[src/rtl/arb5_rr_onehot_pkg.sv]
// Shared constants, state encoding and index helpers for the 5-way round-robin arbiter.
// Optional burst locking is enabled with the ARB_LOCK_EN macro.
package arb5_rr_onehot_pkg;

    localparam int N        = 5;
    localparam int DW       = 8;
    localparam int ONEHOT_W = N;
    localparam int PTR_W    = 3;

    typedef enum logic [0:0] {
        ST_IDLE  = 1'b0,
        ST_GRANT = 1'b1
    } state_e;

    function automatic logic [PTR_W-1:0] onehot_to_idx(input logic [ONEHOT_W-1:0] oh);
        logic [PTR_W-1:0] idx;
        idx = '0;
        for (int i = 0; i < ONEHOT_W; i++) begin
            if (oh[i]) begin
                idx = idx | PTR_W'(i);
            end
        end
        return idx;
    endfunction

    // Priority pointer advance with wrap from the last requester back to 0.
    function automatic logic [PTR_W-1:0] ptr_inc(input logic [PTR_W-1:0] p);
        return (p == PTR_W'(ONEHOT_W - 1)) ? '0 : p + PTR_W'(1);
    endfunction

endpackage

[src/rtl/arb5_rr_onehot_pick.sv]
// Combinational wrap-around priority search: first set bit of req at or above ptr,
// wrapping 4 -> 0. Result is one-hot in win; any flags a non-empty request vector.
module rr_pick5
    import arb5_rr_onehot_pkg::*;
(
    input  logic [ONEHOT_W-1:0] req,
    input  logic [PTR_W-1:0]    ptr,
    output logic [ONEHOT_W-1:0] win,
    output logic                any
);

    logic [PTR_W-1:0] idx;
    logic             found;

    always_comb begin
        win   = '0;
        found = 1'b0;
        idx   = '0;
        for (int k = 0; k < ONEHOT_W; k++) begin
            idx = PTR_W'((int'(ptr) + k) % ONEHOT_W);
            if (!found && req[idx]) begin
                win[idx] = 1'b1;
                found    = 1'b1;
            end
        end
    end

    assign any = |req;

endmodule

[src/rtl/arb5_rr_onehot.sv]
// Round-robin arbiter with registered one-hot select for a downstream 5x1 mux.
// ARB_LOCK_EN adds a lock input that keeps the current requester granted across transfers.
module arb5_rr_onehot
    import arb5_rr_onehot_pkg::*;
#(
    parameter int N  = arb5_rr_onehot_pkg::N,
    parameter int DW = arb5_rr_onehot_pkg::DW
) (
    input  logic            clk,
    input  logic            rst,
    input  logic [N-1:0]    req,
    input  logic [N*DW-1:0] data_in,
    output logic [N-1:0]    ack,
    output logic [N-1:0]    sel,
    output logic            out_valid,
    input  logic            out_ready
`ifdef ARB_LOCK_EN
    ,
    input  logic            lock
`endif
);

    // Handshake: a transfer happens in any cycle with out_valid && out_ready;
    // sel/out_valid are held stable until then, and ack mirrors sel in that cycle only.

    state_e           state_q, state_d;
    logic [N-1:0]     sel_q, sel_d;
    logic             valid_q, valid_d;
    logic [PTR_W-1:0] ptr_q, ptr_d;

    logic             xfer;
    logic             lock_i;
    logic [PTR_W-1:0] gnt_idx;
    logic [N-1:0]     pick_req;
    logic [PTR_W-1:0] pick_ptr;
    logic [N-1:0]     pick_win;
    logic             pick_any;
    logic             unused_data;

`ifdef ARB_LOCK_EN
    assign lock_i = lock;
`else
    assign lock_i = 1'b0;
`endif

    // Data goes straight from data_in through the downstream mux driven by sel.
    assign unused_data = ^data_in;

    assign xfer    = valid_q & out_ready;
    assign gnt_idx = onehot_to_idx(sel_q);

    // Re-arbitration inputs: idle uses raw req; a transfer masks the acked bit and
    // searches from the advanced pointer, or from the granted index when locked.
    always_comb begin
        ptr_d    = ptr_q;
        pick_req = req;
        pick_ptr = ptr_q;
        if (state_q == ST_GRANT && xfer) begin
            if (lock_i) begin
                pick_ptr = gnt_idx;
            end else begin
                ptr_d    = ptr_inc(gnt_idx);
                pick_ptr = ptr_d;
                pick_req = req & ~sel_q;
            end
        end
    end

    rr_pick5 u_pick (
        .req (pick_req),
        .ptr (pick_ptr),
        .win (pick_win),
        .any (pick_any)
    );

    always_comb begin
        state_d = state_q;
        sel_d   = sel_q;
        valid_d = valid_q;
        case (state_q)
            ST_IDLE: begin
                if (pick_any) begin
                    state_d = ST_GRANT;
                    sel_d   = pick_win;
                    valid_d = 1'b1;
                end
            end
            ST_GRANT: begin
                if (xfer) begin
                    if (pick_any) begin
                        sel_d = pick_win;
                    end else begin
                        state_d = ST_IDLE;
                        sel_d   = '0;
                        valid_d = 1'b0;
                    end
                end
            end
            default: begin
                state_d = ST_IDLE;
                sel_d   = '0;
                valid_d = 1'b0;
            end
        endcase
    end

    always_ff @(posedge clk) begin
        if (rst) begin
            state_q <= ST_IDLE;
            sel_q   <= '0;
            valid_q <= 1'b0;
            ptr_q   <= '0;
        end else begin
            state_q <= state_d;
            sel_q   <= sel_d;
            valid_q <= valid_d;
            ptr_q   <= ptr_d;
        end
    end

    assign ack       = (xfer && !rst) ? sel_q : '0;
    assign sel       = sel_q;
    assign out_valid = valid_q;

endmodule

[config.mk]
export PLATFORM = sky130hd
export DESIGN_NAME = arb5_rr_onehot
export DESIGN_NICKNAME = d
export VERILOG_FILES = /design/src/rtl/arb5_rr_onehot_pkg.sv /design/src/rtl/arb5_rr_onehot_pick.sv /design/src/rtl/arb5_rr_onehot.sv
export SDC_FILE = /design/constraint.sdc
export NUM_CORES = 1
export LEC_CHECK = 0
export CORE_MARGIN = 3
export CORE_UTILIZATION = 56
export CTS_CLUSTER_DIAMETER = 80
export DETAILED_ROUTE_END_ITERATION = 8
export MAX_ROUTING_LAYER = met4
export PLACE_DENSITY = 0.87
export SLEW_MARGIN = 20
export SYNTH_ARGS = -nofsm -noshare
export SYNTH_HDL_FRONTEND = slang
export SYNTH_SLANG_ARGS = --single-unit
[constraint.sdc]
create_clock -name clk -period 12.1 [get_ports clk]
set_input_delay 2.42 -clock clk [delete_from_list [all_inputs] [get_ports clk]]
set_output_delay 2.42 -clock clk [all_outputs]
set_load 0.05 [all_outputs]
# --- After elaboration in Yosys (flattened, before gate mapping) ---
# Cells that the tools add are included.
word_totals:
  ff_bits: 10
  inputBits: 48
  out_inout_bits: 11
classes:
  add_sub_neg: 5
  n_div: 5
  order_cmp: 10
  eq_ne: 4
  mux: 48
  n_bitwise: 8
  n_reduce_logical: 19
op_table:
  columns: ["cell", "count"]
  rows:
  - ["remainder unit 32 x 4 -> 32 bit, second input constant", 4]
  - ["2-to-1 mux 5 bit", 10]
  - ["remainder unit 4 x 4 -> 32 bit, second input constant", 1]
  - ["less-than comparator 3 x 4 -> 1 bit, second input constant", 5]
  - ["2-to-1 mux 1 bit", 20]
  - ["OR 5 bit", 4]
  - ["binary-select mux 1 bit (select 3 bit)", 5]
  - ["demux 1 bit (select 3 bit)", 5]
  - ["greater-or-equal comparator 3 x 1 -> 1 bit, second input constant", 5]
  - ["logical AND 1 bit", 11]
  - ["case mux 5 bit (2 select lines)", 1]
  - ["2-to-1 mux 3 bit", 3]
  - ["adder 3 x 2 -> 4 bit, second input constant", 2]
  - ["bitwise AND 5 bit", 1]
  - ["zero test 1 bit", 5]
  - ["inverter 5 bit", 1]
  - ["OR reduction 5 bit", 1]
  - ["adder 3 x 1 -> 4 bit, second input constant", 1]
  - ["adder 3 x 3 -> 4 bit, second input constant", 1]
  - ["2-to-1 mux 2 bit", 2]
  - ["inequality test 2 bit, second input constant", 2]
  - ["case mux 1 bit (2 select lines)", 2]
  - ["adder 3 x 1 -> 3 bit, second input constant", 1]
  - ["== test 3 bit, second input constant", 1]
  - ["other kinds (5)", 5]

# --- Logic depth before layout (Yosys ltp) ---
depth:
  ltp_word: 26
  depth_mapped: 31
  mapped_depth_nobuf: 27

# --- By module ---
# From an unflattened synthesis, not the netlist that was laid out.
unflattened:
  hier_cells: 299
  hier_area_um2: 2223.4
modules_own_cells:
  columns: ["mod", "instances", "cells_each", "area_per_inst_um2", "seq_area_each_um2"]
  rows:
  - ["rr_pick5", 1, 239, 1704.1, 0.0]
  - ["arb5_rr_onehot", 1, 60, 519.2, 200.2]

# --- Worst setup path after synthesis ---
# No wires, ideal clock.
synth_timing:
  path_kind: "in2reg"
  startpoint: "input out_ready"
  endpoint: "register sel_q[0] (netlist: sel[0])"
  setup_time_ns: 0.120
  arrival_ns: 7.928
  path_slack_ns: 4.053
  stages: 29
  path_cell_list: "buf_6 -> and3_4 -> buf_6 -> mux2i_4 -> inv_2 -> buf_2 -> buf_2 -> buf_2 -> ha_1 -> clkbuf_1 -> nor2b_1 -> o21ai_0 -> and3_1 -> inv_1 -> ha_1 -> or3_1 -> o311a_1 -> and3_1 -> nor2_1 -> inv_1 -> ha_1 -> nand2b_1 -> and3_1 -> o31ai_1 -> and2_1 -> o311ai_1 -> a211o_1 -> and4b_1 -> o31a_1"
synth_via:
  elab_chain_len: 22
synth_rtl:
  columns: ["item", "line_no", "source"]
  rows:
  - ["start, declared", "arb5_rr_onehot.sv:16", "input logic out_ready"]
  - ["bitwise AND 1 bit (*)", "arb5_rr_onehot.sv:49", "assign xfer = valid_q & out_ready;"]
  - ["branches (longest 21 deep; another with remainder unit 32 x 4 -> 32 bit)", null, null]
  - ["end signal, assigned", "arb5_rr_onehot.sv:115", "sel_q <= sel_d;"]
  - ["end, declared", "arb5_rr_onehot.sv:27", "logic [N-1:0] sel_q, sel_d;"]
# Mark *: on every way between the ends. The select of a mux whose other input is x is not followed.
# A chain may end at the register's enable or synchronous reset.

# --- Worst setup path after layout ---
# Same ends and word-level chain as after synthesis.

==> reports/metrics.yaml <==
status:
  status: "finished clean"
placement:
  place_ws_ns: 2.55
  dp_cells: 394
  placed_area_mm2: 0.00265
  io_buffer_count: 18
  hpwl_um: 5860
  gp_routability_congestion: 1.05
min_path:
  hold_depth: 1
  whs_endpoint: "out_valid"
  hold_path.startpoint: "out_valid"
  hp-class: "reg2reg"
drt:
  wl_per_cell_um: 19.1
  drtIter0Drc: 383
  drc: 0
  ant_nets: 0
  wl_um: 7580
  viasPerCell: 7.22
  vias: 2866
  first_pass_iters: 7
floorplanning:
  die_y_um: 73.1
  start_util_pct: 60.5
  fp-row-count: 23
  coreArea_mm2: 0.00417
  die-area_mm2: 0.00535
  io_pins: 59
  die_x_um: 73.1
logic_synthesis:
  ys_seq_elements: 10
  syn_nets: 413
  yosys-top-cells-area: "ha_1 10%, dfxtp_1 7.9%, nor3_1 4.2%, nand2_1 3.7%, a21oi_1 3.6%"
  synth_area_leader_cell: "ha_1"
  synth.top_cells.by_count: "25 x nand2_1, 23 x nor2_1, 21 x ha_1, 21 x nor3_1"
  syn_inst: 344
  syn_avg_cell_area_um2: 7.34
  synth.top_cell.area_share_pct: 10.4
  synth_top_flop_cell: "dfxtp_1"
  synth.most_common_cell: "nand2_1"
  syn_area_mm2: 0.00252
  yosysSeqAreaShare_pct: 7.93
  async_flop_share_pct: 0
  synth.distinct_cells: 78
  synth_edf_count: 0
  yosysWarnings: 0
clocking:
  root_buffer: "clkbuf_8"
  clock_path_buffers: 2
  clock-sinks: 10
  cts_resized: 0
  worstSkewPairLatency_ns: 0.23
  h-tree-depth: 1
  cts_setup_buffers: 0
  hold_buffers: 0
  cts_tree: "done"
  path_clk_slew_ns: 0.04
  cts_made_buffers: 3
run:
  drv_cap: 0
timing:
  fin_setup_tns_ns: 0
  period_share_pct: 78.2
  clock.fmax_mhz: 106
  fin_ws_ns: 2.64
  slew_violations: 0
  min_period_ns: 9.46
  rsz0062_at_grt: "false"
  worstMarginPinSlew_ns: 0.991
  skew_ns: 0.00224
  slew_headroom_pct: 33.2
  setup_violations: 0
  hold_viol: 0
global_routing:
  grt_usage_pct: 29.0
  antenna_found_initial: 0
  grt_max_degree: 36
  grt_first_pass_wirelength_um: 12200
  grt-ovfl-total: 0
  first_global_vias: 2491
critical_path:
  r2r_slack_ns: 4.58
  cp.required_ns: 12.22
  worstSetupPathType: "in2reg"
  cp.arrival_ns: 9.58
  rr_worst_depth: 26
  reg2reg_to: "sel[0]"
  cp-start-kind: "input pin"
  crit_path_end_kind: "flip-flop"
  critPathMaxFanout: 35
  r2r_start: "sel[3]"
layout:
  nets: 418
  diodes: 0
  stdcell_area_mm2: 0.00269
  synthToLayoutAreaGrowth_pct: 6.69
  layout-drive-gt1-share_pct: 9.22
  n_fill_cell: 389
  fin_util_pct: 64.6
  final_cells: 397
power:
  p_per_area_mw_per_mm2: 97.5
  ir_drop_mv: 0.108
  leakage_nw: 0.985
-- cell families (layout without fill, tap and decap cells) --
family / after synthesis / count (layout) / synth area share [%]
mux: 12 / 12 / 5.90
flops: 10 / 10 / 7.93
simple gates: 137 / 137 / 29.8
compound gates: 120 / 120 / 36.0
buf+inv: 40 / 43 / 8.33
xor+xnor: 4 / 4 / 1.69
fa+ha+maj: 21 / 21 / 10.4
-- worst max-delay path: stages --
cell and delay [ns]:
clkdlybuf4s50_1 0.61, and3_4 0.42, mux2i_4 0.73, inv_2 0.45
ha_1 0.42, nor2b_1 0.17, o21ai_0 0.25, and3_1 0.26
inv_1 0.08, ha_1 0.21, or3_1 0.32, o311a_1 0.39
and3_1 0.25, nor2_1 0.14, inv_1 0.12, ha_1 0.19
nand2b_1 0.15, and3_1 0.18, o31ai_1 0.40, and2_1 0.29
o311ai_1 0.17, a211o_1 0.41, and4b_1 0.25, o31a_1 0.29
-- metrics by stage --
| stage | power [mW] | hold WS (ns) |
|---|---|---|
| final | 0.263 | 0.647 |
| after global routing | 0.281 | 0.660 |
| after CTS | 0.258 | 0.624 |
| after detailed placement | 0.224 | 0.614 |
| after global placement | 0.218 | 0.599 |
| after floorplan | 0.186 | 0.563 |
-- layout by cell type (no fill, tap or decap), types with 5 or more instances in the layout --
| cell | n |
|---|---|
| nand3_1 | 13 |
| nor2_1 | 23 |
| mux2i_1 | 7 |
| a21boi_0 | 6 |
| nor4_1 | 5 |
| a21oi_1 | 18 |
| clkdlybuf4s50_1 | 18 |
| nor3b_1 | 5 |
| dfxtp_1 | 10 |
| nand2_1 | 25 |
| o211ai_1 | 6 |
| a211o_1 | 7 |
| o21ai_0 | 17 |
| nand4_1 | 8 |
| a311oi_1 | 5 |
| nor2b_1 | 6 |
| and3_1 | 5 |
| ha_1 | 21 |
| nor3_1 | 21 |
| a31oi_1 | 6 |
| inv_1 | 18 |
-- routing by layer --
layer  part of all wire (%)  vias up  global-route usage [%]
met5                      0        -                       -
met4                    1.7        0                    4.92
met3                    8.6       29                    3.99
met2                     46      166                    44.3
met1                     43     1327                    41.1
li1                       -     1344                       -
-- worst max-delay path by stage --
| stage | start | endpoint | slack [ns] | cells after the start |
|---|---|---|---|---|
| after global placement | out_ready | sel[0] | 2.62 | 24 |
| after global routing | out_ready | sel[0] | 2.20 | 24 |
| final | out_ready | sel[0] | 2.64 | 24 |
| after CTS | out_ready | sel[0] | 2.74 | 24 |
| after floorplan | out_ready | sel[0] | 4.05 | 29 |
| after detailed placement | out_ready | sel[0] | 2.55 | 24 |
-- final cells by class --
type                            instances  area (um2)  share of cell area, %
Sequential cell                        10         200                   7.43
Clock buffer                            3        41.3                   1.53
Tap cell                               50        62.6                   2.32
Timing Repair Buffer                   18         180                   6.69
Inverter                               22        95.1                   3.53
Multi-Input combinational cell        294        2110                   78.5
-- sequential cells by signal, indices dropped and copies added (netlist names) --
name,cells
out_valid,1
ptr_q,3
sel,5
state_q,1
-- where the power goes --
part / internal (mW) / switching (mW)
logic: 0.0689 / 0.118
clock network: 0.0216 / 0.0113
registers: 0.0361 / 0.00683
Note: power is estimated with default switching activity, not from simulation.
